## src/rtl/ring_monitor_if.sv

```systemverilog
// Bus between a one-hot ring counter producer and its ring_monitor checker.
// The producer side drives the sample; the monitor returns decoded status.
interface ring_monitor_if #(
  parameter int WIDTH = 4,
  parameter int IDX_W = $clog2(WIDTH),
  parameter int LAP_W = 8
);
  logic [WIDTH-1:0] ring_in;
  logic             ring_valid;
  logic             clear_err;
  logic [IDX_W-1:0] index;
  logic             index_valid;
  logic             locked;
  logic             err_pulse;
  logic             err_sticky;
  logic [LAP_W-1:0] lap_count;

  modport master (
    output ring_in, ring_valid, clear_err,
    input  index, index_valid, locked, err_pulse, err_sticky, lap_count
  );

  modport slave (
    input  ring_in, ring_valid, clear_err,
    output index, index_valid, locked, err_pulse, err_sticky, lap_count
  );
endinterface

```

## src/rtl/ring_monitor.sv

```systemverilog
// Receive-side checker for a one-hot ring counter rotating toward the LSB:
// decodes the hot bit, confirms lock, counts laps and flags corruption.
module ring_monitor #(
  parameter int WIDTH  = 4,
  parameter int IDX_W  = $clog2(WIDTH),
  parameter int LAP_W  = 8,
  parameter int RESYNC = 2
) (
  input logic          clk,
  input logic          reset,
  ring_monitor_if.slave bus
);

  localparam int CNT_W = $clog2(RESYNC + 1);

  typedef enum logic {HUNT, LOCKED} state_e;

  state_e           state_q;
  logic [IDX_W-1:0] prev_q;
  logic             prev_ok_q;
  logic [CNT_W-1:0] good_cnt_q;
  logic [IDX_W-1:0] index_q;
  logic             index_valid_q;
  logic             locked_q;
  logic             err_pulse_q;
  logic             err_sticky_q;
  logic [LAP_W-1:0] lap_q;

  logic [IDX_W-1:0] sample_idx;
  logic [IDX_W-1:0] exp_idx;
  logic             one_hot;
  logic             good_step;
  logic             lap_wrap;
  logic             fault;

  // NOTE: every variable assigned in always_comb gets a default first so no latch is inferred.
  always_comb begin
    sample_idx = '0;
    for (int i = 0; i < WIDTH; i++) begin
      if (bus.ring_in[i]) sample_idx = IDX_W'(i);
    end
  end

  assign one_hot   = $onehot(bus.ring_in);
  assign exp_idx   = (prev_q == '0) ? IDX_W'(WIDTH - 1) : prev_q - IDX_W'(1);
  assign good_step = bus.ring_valid && one_hot && prev_ok_q && (sample_idx == exp_idx);
  assign lap_wrap  = (prev_q == '0) && (sample_idx == IDX_W'(WIDTH - 1));
  // Only a locked ring can fault; hunting silently re-acquires.
  assign fault     = bus.ring_valid && (state_q == LOCKED) && !good_step;

  // NOTE: sequential state uses non-blocking assignments so all registers update together.
  always_ff @(posedge clk) begin
    if (reset) begin
      state_q       <= HUNT;
      prev_q        <= '0;
      prev_ok_q     <= 1'b0;
      good_cnt_q    <= '0;
      index_q       <= '0;
      index_valid_q <= 1'b0;
      locked_q      <= 1'b0;
      err_pulse_q   <= 1'b0;
      err_sticky_q  <= 1'b0;
      lap_q         <= '0;
    end else begin
      err_pulse_q <= 1'b0;
      if (bus.ring_valid) begin
        index_valid_q <= one_hot;
        prev_ok_q     <= one_hot;
        if (one_hot) begin
          prev_q  <= sample_idx;
          index_q <= sample_idx;
        end
        case (state_q)
          HUNT: begin
            if (good_step) begin
              if (good_cnt_q == CNT_W'(RESYNC - 1)) begin
                state_q    <= LOCKED;
                locked_q   <= 1'b1;
                good_cnt_q <= '0;
              end else begin
                good_cnt_q <= good_cnt_q + CNT_W'(1);
              end
            end else begin
              good_cnt_q <= '0;
            end
          end
          LOCKED: begin
            if (good_step) begin
              if (lap_wrap && !(&lap_q)) lap_q <= lap_q + LAP_W'(1);
            end else begin
              err_pulse_q <= 1'b1;
              state_q     <= HUNT;
              locked_q    <= 1'b0;
              good_cnt_q  <= '0;
            end
          end
          default: state_q <= HUNT;
        endcase
      end else begin
        index_valid_q <= 1'b0;
      end
      // A fault in the same cycle as clear_err keeps the flag set.
      if (fault) begin
        err_sticky_q <= 1'b1;
      end else if (bus.clear_err) begin
        err_sticky_q <= 1'b0;
      end
    end
  end

  assign bus.index       = index_q;
  assign bus.index_valid = index_valid_q;
  assign bus.locked      = locked_q;
  assign bus.err_pulse   = err_pulse_q;
  assign bus.err_sticky  = err_sticky_q;
  assign bus.lap_count   = lap_q;

endmodule

```

## src/flat_wrapper.sv

```systemverilog
// flat-port wrapper written by rule: the top's interface ports become plain ports
module ring_monitor_flat 
#(
  parameter int WIDTH  = 4,
  parameter int IDX_W  = $clog2(WIDTH),
  parameter int LAP_W  = 8,
  parameter int RESYNC = 2
)
  (clk, reset, bus_ring_in, bus_ring_valid, bus_clear_err, bus_index, bus_index_valid, bus_locked, bus_err_pulse, bus_err_sticky, bus_lap_count);
  ring_monitor_if #(.WIDTH(WIDTH), .IDX_W(IDX_W), .LAP_W(LAP_W)) bus_i ();
  input logic clk;
  input logic reset;
  input wire logic [$bits(bus_i.ring_in)-1:0] bus_ring_in;
  input wire logic [$bits(bus_i.ring_valid)-1:0] bus_ring_valid;
  input wire logic [$bits(bus_i.clear_err)-1:0] bus_clear_err;
  output wire logic [$bits(bus_i.index)-1:0] bus_index;
  output wire logic [$bits(bus_i.index_valid)-1:0] bus_index_valid;
  output wire logic [$bits(bus_i.locked)-1:0] bus_locked;
  output wire logic [$bits(bus_i.err_pulse)-1:0] bus_err_pulse;
  output wire logic [$bits(bus_i.err_sticky)-1:0] bus_err_sticky;
  output wire logic [$bits(bus_i.lap_count)-1:0] bus_lap_count;
  assign bus_i.ring_in = bus_ring_in;
  assign bus_i.ring_valid = bus_ring_valid;
  assign bus_i.clear_err = bus_clear_err;
  assign bus_index = bus_i.index;
  assign bus_index_valid = bus_i.index_valid;
  assign bus_locked = bus_i.locked;
  assign bus_err_pulse = bus_i.err_pulse;
  assign bus_err_sticky = bus_i.err_sticky;
  assign bus_lap_count = bus_i.lap_count;
  ring_monitor #(.WIDTH(WIDTH), .IDX_W(IDX_W), .LAP_W(LAP_W), .RESYNC(RESYNC)) u_core (.clk(clk), .reset(reset), .bus(bus_i));
endmodule
```

## config.mk

```make
export PLATFORM = sky130hd
export DESIGN_NAME = ring_monitor_flat
export DESIGN_NICKNAME = d
export VERILOG_FILES = /design/src/rtl/ring_monitor_if.sv /design/src/rtl/ring_monitor.sv /design/src/flat_wrapper.sv
export SDC_FILE = /design/constraint.sdc
export NUM_CORES = 1
export LEC_CHECK = 0
export BUFFER_PORTS_ARGS = -buffer_cell sky130_fd_sc_hd__buf_2
export CAP_MARGIN = 0
export CORE_MARGIN = 2
export CORE_UTILIZATION = 56
export CTS_CLUSTER_DIAMETER = 100
export DETAILED_ROUTE_END_ITERATION = 6
export PLACE_DENSITY = 0.85
export REMOVE_ABC_BUFFERS = 1
export SLEW_MARGIN = 20
export SYNTH_ARGS = -nofsm -noshare
export SYNTH_HDL_FRONTEND = slang
export SYNTH_SLANG_ARGS = --single-unit
```

## constraint.sdc

```tcl
create_clock -name clk -period 12.5 [get_ports clk]
set_clock_uncertainty 0.15 [all_clocks]
set_input_delay 3.75 -clock clk [delete_from_list [all_inputs] [get_ports clk]]
set_output_delay 3.75 -clock clk [all_outputs]
set_load 0.02 [all_outputs]
```

==> results of run 1 <==
## final cells by class
cell class / instances / area, µm²
repair buffers: 21 / 105
inverters: 8 / 30.0
flip-flops and latches: 18 / 360
fillers: 150 / 574
multi-input cells: 76 / 562
well taps: 17 / 21.3
clock buffers: 4 / 36.3
## sequential cells by signal (all words and copies together) (netlist names)
| name | count |
|---|---|
| u_core.prev_ok_q | 1 |
| u_core.bus.index_valid | 1 |
| u_core.state_q | 1 |
| u_core.bus.locked | 1 |
| u_core.bus.lap_count | 8 |
| u_core.good_cnt_q | 2 |
| u_core.bus.err_sticky | 1 |
| u_core.bus.index | 2 |
| u_core.bus.err_pulse | 1 |
## Yosys cell counts
cell type | n | area share
a211oi_1 | 2 | 0.015
a211oi_2 | 1 | 0.013
a21oi_1 | 9 | 0.046
a311oi_1 | 1 | 0.0090
a31oi_1 | 1 | 0.0064
and2_1 | 2 | 0.013
and4b_1 | 1 | 0.010
and4bb_4 | 1 | 0.017
buf_2 | 1 | 0.0051
buf_4 | 1 | 0.0077
clkbuf_1 | 3 | 0.012
dfxtp_1 | 18 | 0.37
fa_1 | 1 | 0.021
ha_1 | 7 | 0.090
inv_1 | 8 | 0.031
nand2_1 | 5 | 0.019
nand2b_1 | 1 | 0.0064
nand3_1 | 2 | 0.010
nand3_2 | 1 | 0.010
nand3b_1 | 1 | 0.0077
nand4_1 | 2 | 0.013
nor2_1 | 7 | 0.027
nor2b_1 | 4 | 0.026
nor3_1 | 2 | 0.010
nor3b_1 | 1 | 0.0077
o21a_1 | 2 | 0.015
o21ai_0 | 1 | 0.0051
o21ai_1 | 1 | 0.0051
o21ba_2 | 1 | 0.010
o31ai_1 | 5 | 0.038
o32ai_1 | 1 | 0.0090
o32ai_2 | 1 | 0.017
o41ai_1 | 2 | 0.018
or3_1 | 2 | 0.013
or3_4 | 1 | 0.012
or3b_2 | 1 | 0.0090
or4_1 | 5 | 0.038
xnor2_1 | 1 | 0.0090
## cells in the final DEF (no fill, tap or decap), types with 2 or more instances in the layout
cell / netlist / final
a211oi_1: 2 / 2
a21oi_1: 9 / 9
and2_1: 2 / 2
buf_2: 1 / 21
clkbuf_4: 0 / 3
dfxtp_1: 18 / 18
ha_1: 7 / 7
inv_1: 8 / 8
nand2_1: 5 / 5
nand3_1: 2 / 2
nand4_1: 2 / 2
nor2_1: 7 / 7
nor2b_1: 4 / 4
nor3_1: 2 / 2
o21a_1: 2 / 2
o31ai_1: 5 / 5
o41ai_1: 2 / 2
or3_1: 2 / 2
or4_1: 5 / 5
## power by group
| part | switching (mW) | total, mW | internal, mW |
|---|---|---|---|
| combinational | 0.00846 | 0.0146 | 0.00615 |
| clock | 0.0179 | 0.0357 | 0.0178 |
| sequential | 0.000817 | 0.0594 | 0.0586 |
## path summary, 6_finish.rpt
check	from	cells past startpoint	end	slack [ns]
worst max-delay path	bus_ring_in[3]	14	u_core.bus.lap_count[3]	5.34
worst min-delay path	u_core.bus.lap_count[6]	2	u_core.bus.lap_count[6]	0.37
worst max register to register	u_core.bus.index[0]	11	u_core.bus.lap_count[3]	9.29
worst min register to register	u_core.bus.lap_count[6]	2	u_core.bus.lap_count[6]	0.37
## worst register-to-register path: stages (launching register included)
cell and delay [ns]:
dfxtp_1 0.38, inv_1 0.06, ha_1 0.30, xnor2_1 0.22, nand3_2 0.09, or3_4 0.42, inv_1 0.11, ha_1 0.18
and4b_1 0.19, o21ai_1 0.30, or4_1 0.61, a21oi_1 0.14
## cell families (layout without fill, tap and decap cells)
logic type / after synthesis / after routing / share of synthesized area
and+or+nand+nor: 39 / 39 / 0.249
AOI/OAI and AO/OA: 28 / 28 / 0.208
DFF: 18 / 18 / 0.369
buffers and inverters: 13 / 33 / 0.0551
adders and majority gates: 8 / 8 / 0.110
xor gates and xnor gates: 1 / 1 / 0.00898
## metrics by stage
stage               std cells  setup WS, ns  total power, mW  hold WS [ns]   util
floorplan                 102          5.51           0.0698         0.318      -
global placement          140          5.17           0.0742         0.328  0.639
detailed placement        140          5.03           0.0753         0.349  0.639
CTS                       144          5.34            0.111         0.365  0.660
global route              144          5.15            0.114         0.389  0.660
finish                    144          5.34            0.110         0.366  0.660
## per-layer routing
metal	GRT usage	part of all wire
met1	0.239	0.45
met2	0.358	0.49
met3	0.0357	0.032
met4	0.120	0.025
met5	0	0
==> impl_metrics.yaml, run 1 <==
worst_setup_path:
  worstPathRequired_ns: 12.58
  path_class: "in2reg"
  path_cells: "buf_2 > inv_1 > ha_1 > ha_1 > fa_1 > and4bb_4 > nand3_2 > or3_4 > inv_1 > ha_1 > and4b_1 > o21ai_1 > or4_1 > a21oi_1"
  cp-start-kind: "input port"
  cp_slowest_cell: "or4_1"
  critPathMostFrequentCell: "ha_1"
  crit_family: "simple AND/OR/NAND/NOR gates"
  critPathMaxFanout: 16
  worstPathArrival_ns: 7.24
  path_buf_inv: 3
  worstSetupEndpointType: "register"
  cp_slowest_stage_delay_ns: 0.61
sta:
  rsz0062_at_grt: "false"
  worst_slew_pin_slew_ns: 0.907
  fin_crit_sh: 0.573
  finalCriticalPeriod_ns: 7.16
  max_freq_mhz: 140
  setup_viol: 0
  fin_setup_tns_ns: 0
  max_slew_margin: 0.391
  slew_viol_final: 0
  hold_viol: 0
clock_network:
  cts-resized-gates: 0
  cts_tree: "done"
  clock_path_buffers: 2
  clock-sinks: 18
  root_buffer: "clkbuf_4"
  path_clk_slew_ns: 0.11
  clock_latency_ns: 0.29
  cts_max_level: 1
  cts_made_buffers: 3
  cts_hold_buf: 0
  postCtsSetupRepairBufs: 0
die:
  die_y_um: 45.7
  rows: 15
  die_area_um2: 2090
  start_util: 0.578
  core_area_um2: 1690
  io_pins: 22
  die_width_um: 45.7
synth:
  syn_area_um2: 976
  avgSynthCellArea_um2: 9.12
  synth_seq_area_share: 0.369
  ys_ff_latch: 18
  synth_cell_types: 38
  syn_inst: 107
  yosys_warnings: 0
power:
  irDropWorstVdd_uv: 76.3
  p_per_area_nw_per_um2: 98.4
  p_leak_nw: 0.454
placed_design:
  dpl_cell_area_um2: 1080
  portBuffers: 21
  place.detailed.hpwl_mm: 1.46
  place.gp.congestion: 0.809
final_layout:
  antenna_cells: 0
  nNetsFinal: 144
  final_layout_size_suffix_gt1_frac: 0.252
  area_growth_pct: 14.2
  fin_area_um2: 1110
global_route:
  grt_max_degree: 22
  grt_pass1_wl_mm: 3.08
  grt_usage: 0.208
  grt_pass1_vias: 728
  gr-total-overflow: 0
  antenna_found_initial: 0
drt:
  viasPerCell: 6.06
  drt_iter0_drc: 16
  drtPass1Iterations: 4
  wirelength_mm: 1.95
  post-route-drc-count: 0
  vias: 873
  wl_per_cell_um: 13.5
  final_antenna_net_count: 0
min_path:
  hold_path_class: "reg2reg"
run_status:
  status: "finished clean"
run:
  maxCapViolations: 0
(Power assumes the default switching activity.)
==> inputs of run 2 (changes only) <==
--- a/config.mk
+++ b/config.mk
@@ -8,10 +8,10 @@
 export BUFFER_PORTS_ARGS = -buffer_cell sky130_fd_sc_hd__buf_2
 export CAP_MARGIN = 0
 export CORE_MARGIN = 2
-export CORE_UTILIZATION = 56
+export CORE_UTILIZATION = 47
 export CTS_CLUSTER_DIAMETER = 100
 export DETAILED_ROUTE_END_ITERATION = 6
-export PLACE_DENSITY = 0.85
+export PLACE_DENSITY = 0.77
 export REMOVE_ABC_BUFFERS = 1
 export SLEW_MARGIN = 20
 export SYNTH_ARGS = -nofsm -noshare
==> constraint.sdc (replaced) <==
create_clock -name clk -period 6.37 [get_ports clk]
set_clock_uncertainty 0.15 [all_clocks]
set_input_delay 1.911 -clock clk [delete_from_list [all_inputs] [get_ports clk]]
set_output_delay 1.911 -clock clk [all_outputs]
set_load 0.02 [all_outputs]
==> run 2 against run 1 <==
- non-clock buffer count did not move
- sequential cell count unchanged
- worst hold slack worse by 0.019 ns
- critical path depth is the same
- sequential share of layout area about the same
- final cell count up 6.3%
- critical endpoint is now u_core.bus.lap_count[7]
==> impl_metrics.yaml, run 2 (same netlist as run 1, synthesis figures left out) <==
run_status:
  status: "finished clean"
min_path:
  hold_path_class: "reg2reg"
worst_setup_path:
  critPathMostFrequentCell: "ha_1"
  rr_endpoint: "u_core.bus.lap_count[7]"
  critPathMaxFanout: 16
  r2r_cells: 11
  reg2reg_setup_slack_ns: 3.22
  cp-start-kind: "input port"
  cp_slowest_cell: "or4_1"
  cp_slowest_stage_delay_ns: 0.61
  worstPathRequired_ns: 6.44
  worstPathArrival_ns: 5.40
  path_class: "in2reg"
  reg2reg_from: "u_core.bus.index[0]"
  path_cells: "buf_2 > inv_1 > ha_1 > ha_1 > fa_1 > and4bb_4 > nand3_2 > or3_4 > inv_1 > ha_1 > and4b_1 > o21ai_1 > or4_1 > a21oi_1"
  worstSetupEndpointType: "register"
  worstSetupEndpoint: "u_core.bus.lap_count[7]"
  cp-startpoint: "bus_ring_in[3]"
sta:
  setup_viol: 0
  hold_viol: 0
  slew_viol_final: 0
  fin_crit_sh: 0.838
  finalCriticalPeriod_ns: 5.34
  max_freq_mhz: 187
  rsz0062_at_grt: "false"
  worst_slew_pin_slew_ns: 0.903
  max_slew_margin: 0.394
  whs_ns: 0.348
  fin_setup_tns_ns: 0
global_route:
  antenna_found_initial: 0
  gr-total-overflow: 0
  grt_pass1_wl_mm: 3.16
  grt_usage: 0.162
  grt_pass1_vias: 749
  grt_max_degree: 22
placed_design:
  portBuffers: 21
  place.gp.congestion: 0.780
  place.detailed.hpwl_mm: 1.40
power:
  irDropWorstVdd_uv: 113
  swShare: 0.246
  seq_power_share: 0.590
  p_per_area_nw_per_um2: 177
  power_frac_comb: 0.141
  internal_power_mw: 0.149
  total_power_mw: 0.197
  clkPwrFrac: 0.269
  p_leak_nw: 0.447
  power_switching_mw: 0.0486
die:
  rows: 16
  die_area_um2: 2460
  die_y_um: 49.6
  io_pins: 22
  die_width_um: 49.6
  core_area_um2: 1960
  start_util: 0.497
final_layout:
  antenna_cells: 0
  layout.core_utilization: 0.568
  final_layout_size_suffix_gt1_frac: 0.246
  largest_register_ffs: 8
  final_cell_mix: "buf_2, dfxtp_1, a21oi_1, inv_1"
  area_growth_pct: 14.1
  final_common_cell: "buf_2"
  nNetsFinal: 144
clock_network:
  cts_hold_buf: 0
  postCtsSetupRepairBufs: 0
  cts_max_level: 1
  cts_tree: "done"
  clock-sinks: 18
  cts_made_buffers: 3
  cts-resized-gates: 0
  clock_latency_ns: 0.28
  clock_path_buffers: 2
  path_clk_slew_ns: 0.09
  root_buffer: "clkbuf_4"
drt:
  post-route-drc-count: 0
  wirelength_mm: 1.85
  viasPerCell: 5.59
  wl_per_cell_um: 12.1
  drt_iter0_drc: 11
  final_antenna_net_count: 0
  drtPass1Iterations: 4
  vias: 856
run:
  maxCapViolations: 0
==> run 2: worst min-delay path by stage <==
stage          depth (start not counted)                 endpoint               startpoint  slack, ns
2_1_floorplan                          2     u_core.good_cnt_q[1]     u_core.good_cnt_q[1]       0.32
3_3_place_gp                           2  u_core.bus.lap_count[6]  u_core.bus.lap_count[6]       0.32
3_5_place_dp                           2  u_core.bus.lap_count[6]  u_core.bus.lap_count[6]       0.34
4_1_cts                                2  u_core.bus.lap_count[6]  u_core.bus.lap_count[6]       0.35
5_1_grt                                2  u_core.bus.lap_count[4]  u_core.bus.lap_count[4]       0.39
6_report                               2  u_core.bus.lap_count[6]  u_core.bus.lap_count[6]       0.35
==> run 2: cell type report <==
class / count / area, µm²
Multi-Input combinational cell: 76 / 562
Timing Repair Buffer: 21 / 105
Clock buffer: 3 / 22.5
Sequential cell: 18 / 360
Tap cell: 27 / 33.8
Inverter: 8 / 30.0
Fill cell: 202 / 848
==> run 2: critical path, delay by kind of cell <==
| kind | cells | cell delay (ns) |
|---|---|---|
| adders and majority gates | 4 | 1.07 |
| and+or+nand+nor | 5 | 1.65 |
| AOI/OAI and AO/OA | 2 | 0.45 |
| buffers and inverters | 3 | 0.32 |
==> run 2: through the flow <==
stage / cell area, µm² / cells / setup slack, ns
final: 1110 / 153 / 1.03
after global routing: 1110 / 153 / 0.865
after CTS: 1110 / 153 / 1.05
after detailed placement: 1090 / 150 / 0.756
after global placement: 1090 / 150 / 0.871
after floorplan: 952 / 102 / 1.21
==> run 2: power by group through the flow <==
| stage | registers, mW | logic [mW] | clock network [mW] |
|---|---|---|---|
| finish | 0.116 | 0.0279 | 0.0531 |
| global route | 0.117 | 0.0315 | 0.0605 |
| CTS | 0.116 | 0.0282 | 0.0562 |
| detailed placement | 0.119 | 0.0281 | 0 |
| global placement | 0.119 | 0.0268 | 0 |
| floorplan | 0.121 | 0.0157 | 0 |
==> run 2: metal layers <==
| metal | vias to the layer above | track usage | wire length, µm | share of wire |
|---|---|---|---|---|
| met1 | 399 | 0.190 | 878 | 0.48 |
| met5 | - | 0 | 0 | 0 |
| met2 | 21 | 0.293 | 867 | 0.47 |
| met3 | 2 | 0.0364 | 88 | 0.048 |
| li1 | 434 | - | - | - |
| met4 | 0 | 0.0417 | 10 | 0.0054 |
==> inputs of run 3 (changes only) <==
==> constraint.sdc (replaced) <==
create_clock -name clk -period 4.69 [get_ports clk]
set_clock_uncertainty 0.15 [all_clocks]
set_input_delay 1.407 -clock clk [delete_from_list [all_inputs] [get_ports clk]]
set_output_delay 1.407 -clock clk [all_outputs]
set_load 0.02 [all_outputs]
==> run 3 against run 2 <==
- register-to-register slack got worse by 1.5 ns
- via count is 3.3% higher
- largest cell class unchanged
- setup slack got worse by 0.83 ns
- sequential share of layout area down 2.0 points
- critical path depth up 1
- utilization up 3.8 points
- combinational power is 50% higher
- non-clock buffer count increased by 8
- sequential power increased by 36%
- first-iteration DRC count down 64%
==> impl_metrics.yaml, run 3 (same netlist as run 1, synthesis figures left out) <==
clock_network:
  cts_made_buffers: 3
  path_clk_slew_ns: 0.10
  cts-resized-gates: 0
  postCtsSetupRepairBufs: 0
  cts_tree: "done"
  clock_latency_ns: 0.29
  clock-sinks: 18
  cts_hold_buf: 0
  root_buffer: "clkbuf_4"
  clock_path_buffers: 2
  cts_max_level: 1
placed_design:
  dp_cells: 158
  dp_slack_ns: -0.115
  place.detailed.hpwl_mm: 1.51
  dpl_cell_area_um2: 1150
  portBuffers: 21
  place.gp.congestion: 0.796
power:
  internal_power_mw: 0.223
  swShare: 0.249
  power_frac_comb: 0.141
  seq_power_share: 0.533
  p_leak_nw: 0.491
  clkPwrFrac: 0.325
  irDropWorstVdd_uv: 202
  power_switching_mw: 0.0740
  p_per_area_nw_per_um2: 250
final_layout:
  fin_area_um2: 1190
  multi_input_area_um2: 562
  final_common_cell: "buf_2"
  regArea_um2: 360
  final_layout_size_suffix_gt1_frac: 0.296
  fill_cells: 191
  antenna_cells: 0
  layout.core_utilization: 0.605
  nNetsFinal: 152
  largest_register_ffs: 8
  finalNonFillerCells: 162
  area_growth_pct: 21.7
  final_cell_mix: "buf_2, dfxtp_1, a21oi_1, inv_1, buf_4"
worst_setup_path:
  critPathMaxFanout: 9
  r2r_cells: 12
  rr_endpoint: "u_core.bus.lap_count[7]"
  worstPathRequired_ns: 4.71
  cp-start-kind: "input port"
  reg2reg_from: "u_core.bus.index[0]"
  path_class: "in2reg"
  worstSetupEndpointType: "register"
  worstPathArrival_ns: 4.51
  reg2reg_setup_slack_ns: 1.74
min_path:
  holdCritStartpoint: "u_core.bus.lap_count[6]"
  hold_path_class: "reg2reg"
  hold_depth: 2
  hold_end: "u_core.bus.lap_count[6]"
drt:
  final_antenna_net_count: 0
  drtPass1Iterations: 3
  drt_iter0_drc: 4
  post-route-drc-count: 0
  viasPerCell: 5.46
  wl_per_cell_um: 12.2
  wirelength_mm: 1.97
  vias: 884
sta:
  rsz0062_at_grt: "false"
  max_slew_margin: 0.608
  worst_slew_pin_slew_ns: 0.586
  fin_crit_sh: 0.956
  slew_viol_final: 0
  hold_viol: 0
  finalCriticalPeriod_ns: 4.48
  finalWorstSetupSlack_ns: 0.206
  max_freq_mhz: 223
  setup_viol: 0
die:
  core_area_um2: 1960
  io_pins: 22
  start_util: 0.497
  rows: 16
  die_y_um: 49.6
  die_area_um2: 2460
  die_width_um: 49.6
global_route:
  grt_max_degree: 22
  grt_usage: 0.180
  gr-total-overflow: 0
  grt_pass1_wl_mm: 3.46
  grt_pass1_vias: 802
  antenna_found_initial: 0
run_status:
  status: "finished clean"
run:
  maxCapViolations: 0
==> run 3: cell count changes in the layout (fill, tap and decap cells not counted) <==
cell / before / now
buf_4: 0 / 8
clkbuf_8: 0 / 1
==> run 3: final cells by class <==
class,count,area share
Multi-Input combinational cell,76,0.473
Tap cell,27,0.0285
Clock buffer,4,0.0306
Timing Repair Buffer,29,0.139
Inverter,8,0.0253
Sequential cell,18,0.303
==> run 3: metal layers <==
layer | routed length, µm | global-route usage | part of all wire
met2 | 965 | 0.291 | 0.49
met5 | 0 | 0 | 0
met1 | 891 | 0.222 | 0.45
met4 | 32 | 0.102 | 0.016
met3 | 83 | 0.0364 | 0.042
==> run 3: worst max-delay path by stage <==
stage	from	end	slack, ns	depth (start not counted)
floorplan	bus_ring_in[2]	u_core.bus.lap_count[6]	0.04	13
global placement	bus_ring_in[2]	u_core.bus.lap_count[3]	0.04	14
detailed placement	bus_ring_in[2]	u_core.bus.lap_count[7]	-0.11	15
CTS	bus_ring_in[2]	u_core.bus.lap_count[7]	0.20	15
global route	bus_ring_in[2]	u_core.bus.lap_count[4]	0.01	14
finish	bus_ring_in[2]	u_core.bus.lap_count[7]	0.21	15
==> run 3: per-stage QoR <==
stage	TNS, ns	power, mW	hold slack [ns]
2_1_floorplan	0	0.186	0.318
3_3_place_gp	0	0.201	0.328
3_5_place_dp	-0.608	0.204	0.333
4_1_cts	0	0.302	0.354
5_1_grt	0	0.311	0.371
6_report	0	0.297	0.355
==> run 3: worst max-delay path, stage by stage <==
cell and delay [ns]:
buf_2 0.09, inv_1 0.04, ha_1 0.28, ha_1 0.19, fa_1 0.43, and4bb_4 0.32
nand3_2 0.07, or3_4 0.39, inv_1 0.09, ha_1 0.16, and4b_1 0.17, o21ai_1 0.19
buf_4 0.21, o41ai_1 0.35, a21oi_1 0.11
==> run 3: power by group through the flow <==
stage	Combinational, mW	Sequential, mW	Clock, mW
2_1_floorplan	0.0213	0.165	0
3_3_place_gp	0.0399	0.162	0
3_5_place_dp	0.0422	0.162	0
4_1_cts	0.0425	0.158	0.101
5_1_grt	0.0477	0.159	0.104
6_report	0.0419	0.158	0.0965
